--- src/rtl/param_fifo_if.sv ---
`default_nettype none
// ============================================================================
//  Module   : param_fifo_if
//  Brief    : Handshake/status bundle between a FIFO user and param_fifo.
//  Revision : 1.0  initial release
// ============================================================================
interface param_fifo_if #(
    parameter int WIDTH = 8,
    parameter int DEPTH = 16
);
    localparam int c_cnt_w = $clog2(DEPTH + 1);

    logic               clr;
    logic               write;
    logic               read;
    logic [WIDTH-1:0]   iData;
    logic [WIDTH-1:0]   oData;
    logic               full;
    logic               empty;
    logic               almost_full;
    logic               almost_empty;
    logic [c_cnt_w-1:0] count;
    logic               overflow;
    logic               underflow;

    // User side: issues requests and data, observes status
    modport master (
        output clr, write, read, iData,
        input  oData, full, empty, almost_full, almost_empty, count, overflow, underflow
    );

    // FIFO side
    modport slave (
        input  clr, write, read, iData,
        output oData, full, empty, almost_full, almost_empty, count, overflow, underflow
    );
endinterface
`default_nettype wire

--- src/rtl/param_fifo.sv ---
`default_nettype none
// ============================================================================
//  Module   : param_fifo
//  Brief    : Parameterised synchronous FIFO with occupancy flags, sticky
//             overflow/underflow, synchronous clear and optional FWFT read.
//  Revision : 1.0  initial release
// ============================================================================
module param_fifo #(
    parameter int WIDTH    = 8,
    parameter int DEPTH    = 16,
    parameter int AF_LEVEL = DEPTH - 2,
    parameter int AE_LEVEL = 2,
    parameter int FWFT     = 0
) (
    input  wire logic     CLK,
    input  wire logic     RSTn,
    param_fifo_if.slave   bus
);
    localparam int c_ptr_w = $clog2(DEPTH);
    localparam int c_cnt_w = $clog2(DEPTH + 1);
    localparam logic [c_cnt_w-1:0] c_depth = c_cnt_w'(DEPTH);
    localparam logic [c_cnt_w-1:0] c_af    = c_cnt_w'(AF_LEVEL);
    localparam logic [c_cnt_w-1:0] c_ae    = c_cnt_w'(AE_LEVEL);

    logic [WIDTH-1:0]   mem_q [DEPTH];
    logic [c_ptr_w-1:0] wr_ptr_q, wr_ptr_d;
    logic [c_ptr_w-1:0] rd_ptr_q, rd_ptr_d;
    logic [c_cnt_w-1:0] count_q, count_d;
    logic               ovf_q, ovf_d;
    logic               unf_q, unf_d;
    logic               full_w, empty_w, wr_acc_w, rd_acc_w;

    assign full_w  = (count_q == c_depth);
    assign empty_w = (count_q == '0);

    // Acceptance decisions and next-state for pointers, occupancy and sticky flags
    always_comb begin
        rd_acc_w = bus.read & ~empty_w & ~bus.clr;
        // A read in the same cycle frees a slot, so a write at full still lands
        wr_acc_w = bus.write & (~full_w | rd_acc_w) & ~bus.clr;
        wr_ptr_d = wr_ptr_q;
        rd_ptr_d = rd_ptr_q;
        count_d  = count_q;
        ovf_d    = ovf_q;
        unf_d    = unf_q;
        if (bus.clr) begin
            wr_ptr_d = '0;
            rd_ptr_d = '0;
            count_d  = '0;
            ovf_d    = 1'b0;
            unf_d    = 1'b0;
        end else begin
            if (wr_acc_w) wr_ptr_d = wr_ptr_q + c_ptr_w'(1);
            if (rd_acc_w) rd_ptr_d = rd_ptr_q + c_ptr_w'(1);
            if (wr_acc_w && !rd_acc_w) count_d = count_q + c_cnt_w'(1);
            if (rd_acc_w && !wr_acc_w) count_d = count_q - c_cnt_w'(1);
            if (bus.write && full_w && !bus.read) ovf_d = 1'b1;
            if (bus.read && empty_w) unf_d = 1'b1;
        end
    end

    // Control state register
    always_ff @(posedge CLK or negedge RSTn) begin
        if (!RSTn) begin
            wr_ptr_q <= '0;
            rd_ptr_q <= '0;
            count_q  <= '0;
            ovf_q    <= 1'b0;
            unf_q    <= 1'b0;
        end else begin
            wr_ptr_q <= wr_ptr_d;
            rd_ptr_q <= rd_ptr_d;
            count_q  <= count_d;
            ovf_q    <= ovf_d;
            unf_q    <= unf_d;
        end
    end

    // Storage array; contents are intentionally not reset
    always_ff @(posedge CLK) begin
        if (wr_acc_w) mem_q[wr_ptr_q] <= bus.iData;
    end

    generate
        if (FWFT != 0) begin : g_fwft
            // Head word is visible as soon as the FIFO is non-empty
            assign bus.oData = empty_w ? '0 : mem_q[rd_ptr_q];
        end else begin : g_reg_read
            logic [WIDTH-1:0] data_q, data_d;

            // Output register loads the head word only on an accepted read
            always_comb begin
                data_d = data_q;
                if (rd_acc_w) data_d = mem_q[rd_ptr_q];
            end

            // Read data register
            always_ff @(posedge CLK or negedge RSTn) begin
                if (!RSTn) data_q <= '0;
                else       data_q <= data_d;
            end

            assign bus.oData = data_q;
        end
    endgenerate

    assign bus.full         = full_w;
    assign bus.empty        = empty_w;
    assign bus.almost_full  = (count_q >= c_af);
    assign bus.almost_empty = (count_q <= c_ae);
    assign bus.count        = count_q;
    assign bus.overflow     = ovf_q;
    assign bus.underflow    = unf_q;
endmodule
`default_nettype wire

--- src/flat_wrapper.sv ---
// flat-port wrapper written by rule: the top's interface ports become plain ports
module param_fifo_flat 
#(
    parameter int WIDTH    = 8,
    parameter int DEPTH    = 16,
    parameter int AF_LEVEL = DEPTH - 2,
    parameter int AE_LEVEL = 2,
    parameter int FWFT     = 0
)
  (CLK, RSTn, bus_clr, bus_write, bus_read, bus_iData, bus_oData, bus_full, bus_empty, bus_almost_full, bus_almost_empty, bus_count, bus_overflow, bus_underflow);
  param_fifo_if #(.WIDTH(WIDTH), .DEPTH(DEPTH)) bus_i ();
  input  wire logic CLK;
  input  wire logic RSTn;
  input wire logic [$bits(bus_i.clr)-1:0] bus_clr;
  input wire logic [$bits(bus_i.write)-1:0] bus_write;
  input wire logic [$bits(bus_i.read)-1:0] bus_read;
  input wire logic [$bits(bus_i.iData)-1:0] bus_iData;
  output wire logic [$bits(bus_i.oData)-1:0] bus_oData;
  output wire logic [$bits(bus_i.full)-1:0] bus_full;
  output wire logic [$bits(bus_i.empty)-1:0] bus_empty;
  output wire logic [$bits(bus_i.almost_full)-1:0] bus_almost_full;
  output wire logic [$bits(bus_i.almost_empty)-1:0] bus_almost_empty;
  output wire logic [$bits(bus_i.count)-1:0] bus_count;
  output wire logic [$bits(bus_i.overflow)-1:0] bus_overflow;
  output wire logic [$bits(bus_i.underflow)-1:0] bus_underflow;
  assign bus_i.clr = bus_clr;
  assign bus_i.write = bus_write;
  assign bus_i.read = bus_read;
  assign bus_i.iData = bus_iData;
  assign bus_oData = bus_i.oData;
  assign bus_full = bus_i.full;
  assign bus_empty = bus_i.empty;
  assign bus_almost_full = bus_i.almost_full;
  assign bus_almost_empty = bus_i.almost_empty;
  assign bus_count = bus_i.count;
  assign bus_overflow = bus_i.overflow;
  assign bus_underflow = bus_i.underflow;
  param_fifo #(.WIDTH(WIDTH), .DEPTH(DEPTH), .AF_LEVEL(AF_LEVEL), .AE_LEVEL(AE_LEVEL), .FWFT(FWFT)) u_core (.CLK(CLK), .RSTn(RSTn), .bus(bus_i));
endmodule
--- config.mk ---
export PLATFORM = sky130hd
export DESIGN_NAME = param_fifo_flat
export DESIGN_NICKNAME = d
export VERILOG_FILES = /design/src/rtl/param_fifo_if.sv /design/src/rtl/param_fifo.sv /design/src/flat_wrapper.sv
export SDC_FILE = /design/constraint.sdc
export NUM_CORES = 1
export LEC_CHECK = 0
export ABC_AREA = 1
export CAP_MARGIN = 25
export CORE_MARGIN = 2
export CORE_UTILIZATION = 26
export CTS_CLUSTER_DIAMETER = 100
export DETAILED_ROUTE_END_ITERATION = 16
export MAX_ROUTING_LAYER = met4
export REMOVE_ABC_BUFFERS = 1
export SYNTH_ARGS = -nofsm -noshare
export SYNTH_HDL_FRONTEND = slang
export SYNTH_SLANG_ARGS = --single-unit
--- constraint.sdc ---
create_clock -name CLK -period 2.1 [get_ports CLK]
set_input_delay 0.63 -clock CLK [delete_from_list [all_inputs] [get_ports CLK]]
set_output_delay 0.63 -clock CLK [all_outputs]
set_load 0.02 [all_outputs]
Word-level counts from Yosys, hierarchy flattened
Memories as Yosys holds them, arrays and structs flattened. A register that Yosys moved wholly into a read port is not among the register bits.
Index checks and enable logic that the tools add are counted.
- eq/ne operators: 1
- mux-type cells: 13
- add/sub/neg operators: 4
- magnitude comparators: 2
- reductions and logical operators: 15
- bitwise gates (word level): 8
- operators by type and width (operator ; count):
    two-way mux 4 bit ; 4
    two-way mux 5 bit ; 3
    adder 4 x 1 -> 4 bit, second input constant ; 2
    nonzero test 2 bit ; 4
    two-way mux 1 bit ; 6
    adder 5 x 1 -> 5 bit, second input constant ; 1
    equality test 5 bit, second input constant ; 1
    >= comparator 5 x 4 -> 1 bit, second input constant ; 1
    <= comparator 5 x 2 -> 1 bit, second input constant ; 1
    logical AND 1 bit ; 5
    zero test 5 bit ; 1
    subtractor 5 x 1 -> 5 bit, second input constant ; 1
    bitwise AND 1 bit ; 4
    zero test 1 bit ; 4
    inverter 1 bit ; 3
    nonzero test 3 bit ; 1
    bitwise OR 1 bit ; 1
- input bits: 13
- register bits: 15
- logic and storage cells: 49
- memories: 1
- memory bits (writable): 128
- memory list (name ; depth ; width ; read ports ; clocked after Yosys merged registers in ; write ports ; line ; RTL):
    u_core.mem_q ; 16 ; 8 ; 1 ; 1 ; 1 ; param_fifo.sv:25 ; logic [WIDTH-1:0] mem_q [DEPTH];

Depth between registers and ports, before layout
- depth in word-level cells: 11
- depth in mapped cells: 11

Worst setup path before layout
Ideal clock, no wire load.
- path type: input to register
- start point: input port bus_clr
- end point: memory u_core.mem_q[0][0], enable pin
- setup time: 0.383 ns
- buffers on the path: 1
- slack: -0.277 ns
- arrival: 1.994 ns
- cell stages on the path: 8
- cell sequence: buf_6 -> inv_2 -> nand3_2 -> nand2_1 -> nand2_1 -> nor2_2 -> inv_2 -> nor3_1
- longest elaborated chain between the ends: 7
- ends and longest elaborated chain (element ; line ; RTL):
    from (decl) ; flat_wrapper.sv:14 ; input wire logic [$bits(bus_i.clr)-1:0] bus_clr;
    inverter 1 bit (*) ; param_fifo.sv:38, param_fifo.sv:40 ;
    bitwise AND 1 bit ; param_fifo.sv:38 ; rd_acc_w = bus.read & ~empty_w & ~bus.clr;
    bitwise OR 1 bit ; param_fifo.sv:40 ; wr_acc_w = bus.write & (~full_w | rd_acc_w) & ~bus.clr;
    bitwise AND 1 bit ; param_fifo.sv:40 ;
    bitwise AND 1 bit (*) ; param_fifo.sv:40 ;
    two-way mux 1 bit (*) ; param_fifo.sv:81 ; if (wr_acc_w) mem_q[wr_ptr_q] <= bus.iData;
    two-way mux 1 bit (implied by the code) (*) ; param_fifo.sv:81 ;
    to (decl) ; param_fifo.sv:25 ;
Mark *: on every way between the ends. The rest lies on a longest branch, timed or not.

Final worst setup path
- start point: register u_core.count_q[0] (netlist: u_core.bus.count[0])
- end point: output port bus_empty
- longest elaborated chain between the ends: 1
- ends and longest elaborated chain (element ; line ; RTL):
    from (decl) ; param_fifo.sv:28 ; logic [c_cnt_w-1:0] count_q, count_d;
    from (signal assigned) ; param_fifo.sv:73 ; count_q <= count_d;
    zero test 5 bit ; param_fifo.sv:34 ; assign empty_w = (count_q == '0);
    to (decl) ; flat_wrapper.sv:20 ; output wire logic [$bits(bus_i.empty)-1:0] bus_empty;
Every way passes these cells.

==> summary.md <==
| Metric | Value |
|---|---|
| Routability cong. | 0.798 |
| Layout area overhead | 24.4% |
| Wl on met1 | 6490 um |
| P per Cell Area | 1180 nW/um^2 |
| Leakage | 0.00276 uW |
| Via count | 4198 |
| Hold_ws | 0.491 ns |
| CTS tree | yes |
| Max cap viols | 0 |
| CTS Buf Count | 17 |
| Worst hold path type | flop to flop |
| Critical Path RT | 1.47 ns |
| Status | finished clean |
| Final setup fails | 0 |
| CP peak stage delay | 0.44 ns |
| Top post-synthesis cells by area | edfxtp_1, dfrtp_1, o21ai_0 |
| Chip Height | 160 um |
| Yosys top cell by area | edfxtp_1 |
| CTS Sinks | 151 |
| Placeable Area | 24100 sq um |
| Post-Route WL | 14600 um |
| Maximum vdd ir drop | 480 uV |
| Async set-reset flop share out of synthesis | 0.152 |
| Initial antenna violation count | 0 |
| Syn Area/Cell | 12.6 sq um |
| Final worst path period share | 0.962 |
| Slowest cell on the critical path | dfrtp_2 |
| Gate Count Post-Synth | 503 |
| Largest net degree at the start of global routing | 67 |
| Drt pass-1 iters | 6 |
| DR WL met2 | 7320 um |
| Ys Warns | 0 |
| CP Capture Type | output pin |
| Maximum net fanout on the critical path | 5 |
| Vias in the first global route | 4141 |
| Nets | 591 |
| Most frequent cells after synthesis | edfxtp_1, nor2_1, o21ai_0 |
| CP arrival | 1.39 ns |
| DR DRC count | 0 |
| Setup_tns | 0 ns |
| GRT Util Overall | 0.119 |
| Max_slew headroom | 0.550 |
| Max Used Layer | met4 |
| Synth Flop Type | edfxtp_1 |
| Number of flops mapped to enable cells by yosys | 128 |
| Max-slew violations | 0 |
| Antenna Nets Post-Route | 0 |
| Antenna diodes | 0 |
| Max Fclk | 0.495 GHz |
| Worst slew pin tran | 0.672 ns |
| Hold Crit Depth | 1 |
| Worst setup SP type | flop |
| Layout cell share with drive strength beyond 1 | 0.180 |
| CTS root buf | clkbuf_16 |
| Post-synthesis sequential area ratio | 0.697 |
| FF-to-FF path depth | 9 |
| Tot Pwr | 9310 uW |
| Die width | 160 um |
| I/O pins | 32 |
| Clk slew on worst S/H paths | 0.06 ns |
| CTS Hold Buffers Added | 0 |
| Crit Path Class | flop to output pin |
| Distinct cells, synth | 33 |
| Final core utilization | 0.327 |
| Routed wl met3 | 619 um |
| Row cnt | 57 |
| Synth top area share | 0.606 |
| Tmin final | 2.02 ns |
| Die area | 25600 sq um |
| Top-count cell post-synth | edfxtp_1 |
| Syn Std Cell Area | 6340 sq um |
| DR iter-0 viols | 364 |
| Later-pin clock latency in the skew report | 0.42 ns |
| Routed vias/inst | 4.62 |
| Clock skew | 0.0122 ns |
| H-tree level count | 4 |
| Grt total ovfl | 0 |
| Port bufs | 31 |
| Hpwl dp | 9360 um |
| First-pass GRT wire length | 22800 um |
| Yosys reg bits | 151 |
| Final hold viol count | 0 |
| Cells along the critical path | nor2_4 > nand3_4 > inv_1 > buf_2 |
| Initial Utilization | 0.263 |
| Wire per inst | 16.1 um |
| Bufs on Longest Clock Path | 2 |
through the flow:
stage | cell area, sq um | setup WS [ns] | instances
floorplan | 6180 | -0.325 | 476
global placement | 7290 | -0.268 | 875
detailed placement | 7290 | -0.298 | 875
CTS | 7880 | 0.0122 | 907
global route | 7890 | -0.000518 | 908
finish | 7890 | 0.0798 | 908
final cells by class:
class,count,area [sq um]
clock inverters,15,186
fillers,2427,16200
flip-flops and latches,151,4420
clock buffers,17,425
multi-input cells,298,1650
inverters,27,104
repair buffers,76,689
well taps,324,405
power by group:
group,total [uW],switching [uW],internal [uW]
combinational,2630,1610,1020
clock,3120,1310,1810
sequential,3560,126,3430
metal layers:
metal	track usage	vias to the layer above
met4	0.0364	0
li1	-	1999
met3	0.0257	22
met1	0.146	2070
met2	0.199	107
met5	-	-
worst max-delay path: cells and delay by family, from the launching register on:
family / cells / cell delay, ns
simple gates: 2 / 0.29
buf+inv: 2 / 0.25
flops: 1 / 0.44
final timing paths:
check / startpoint / endpoint / slack [ns]
hold / removal: u_core.bus.oData[3]$_DFFE_PN0N_ / u_core.bus.oData[3]$_DFFE_PN0N_ / 0.49
hold reg to reg: u_core.bus.oData[3]$_DFFE_PN0N_ / u_core.bus.oData[3]$_DFFE_PN0N_ / 0.49
setup reg to reg: u_core.bus.count[4]$_DFFE_PN0P_ / u_core.mem_q[1][0]$_DFFE_PP_ / 0.20
setup / recovery: u_core.bus.count[0]$_DFFE_PN0P_ / bus_empty / 0.08
max in group asynchronous: RSTn / u_core.bus.count[0]$_DFFE_PN0P_ / 1.24
min in group asynchronous: RSTn / u_core.bus.underflow$_DFFE_PN0P_ / 0.58
flip-flops by register name, summed over array words and instances (netlist names):
name                  cells
u_core.bus.oData          8
u_core.bus.overflow       1
u_core.mem_q            128
u_core.wr_ptr_q           4
u_core.rd_ptr_q           4
u_core.bus.count          5
u_core.bus.underflow      1
cells by family (layout without fill, tap and decap cells):
| logic type | count (synthesis) | count (layout) | synth area share |
|---|---|---|---|
| AND/OR/NAND/NOR | 155 | 155 | 0.113 |
| flip-flops | 151 | 151 | 0.697 |
| AO/OA/AOI/OAI | 132 | 132 | 0.129 |
| buffers and inverters | 54 | 135 | 0.0420 |
| adder cells (fa/ha/maj) | 7 | 7 | 0.0138 |
| XOR/XNOR | 4 | 4 | 0.00553 |
layout by cell type (no fill, tap or decap), types with 2 or more instances in the layout:
cell	count
nor2_1	71
clkbuf_16	17
o22ai_1	10
dfrtp_2	2
ha_1	7
clkinv_4	2
edfxtp_1	128
a21oi_1	5
clkdlybuf4s50_1	21
buf_12	5
nand2_1	30
inv_8	4
nor2_4	3
xor2_1	3
o21ai_0	64
o21ai_1	11
nor2_2	7
nand3_1	25
buf_2	2
inv_2	5
inv_1	20
bufinv_16	2
inv_6	4
o211ai_1	9
dlygate4sd2_1	5
nor3_1	14
dfrtp_1	21
o221ai_1	23
buf_4	41
o21a_1	7
timing repair:
item | CTS | global route
setup buffers | 0 | 1
pin swaps | 0 | 1
gates cloned | 0 | 0
resized for setup | 18 | 6
endpoints found under the setup margin | 9 | 3
Power figures use the tool's default switching activity.
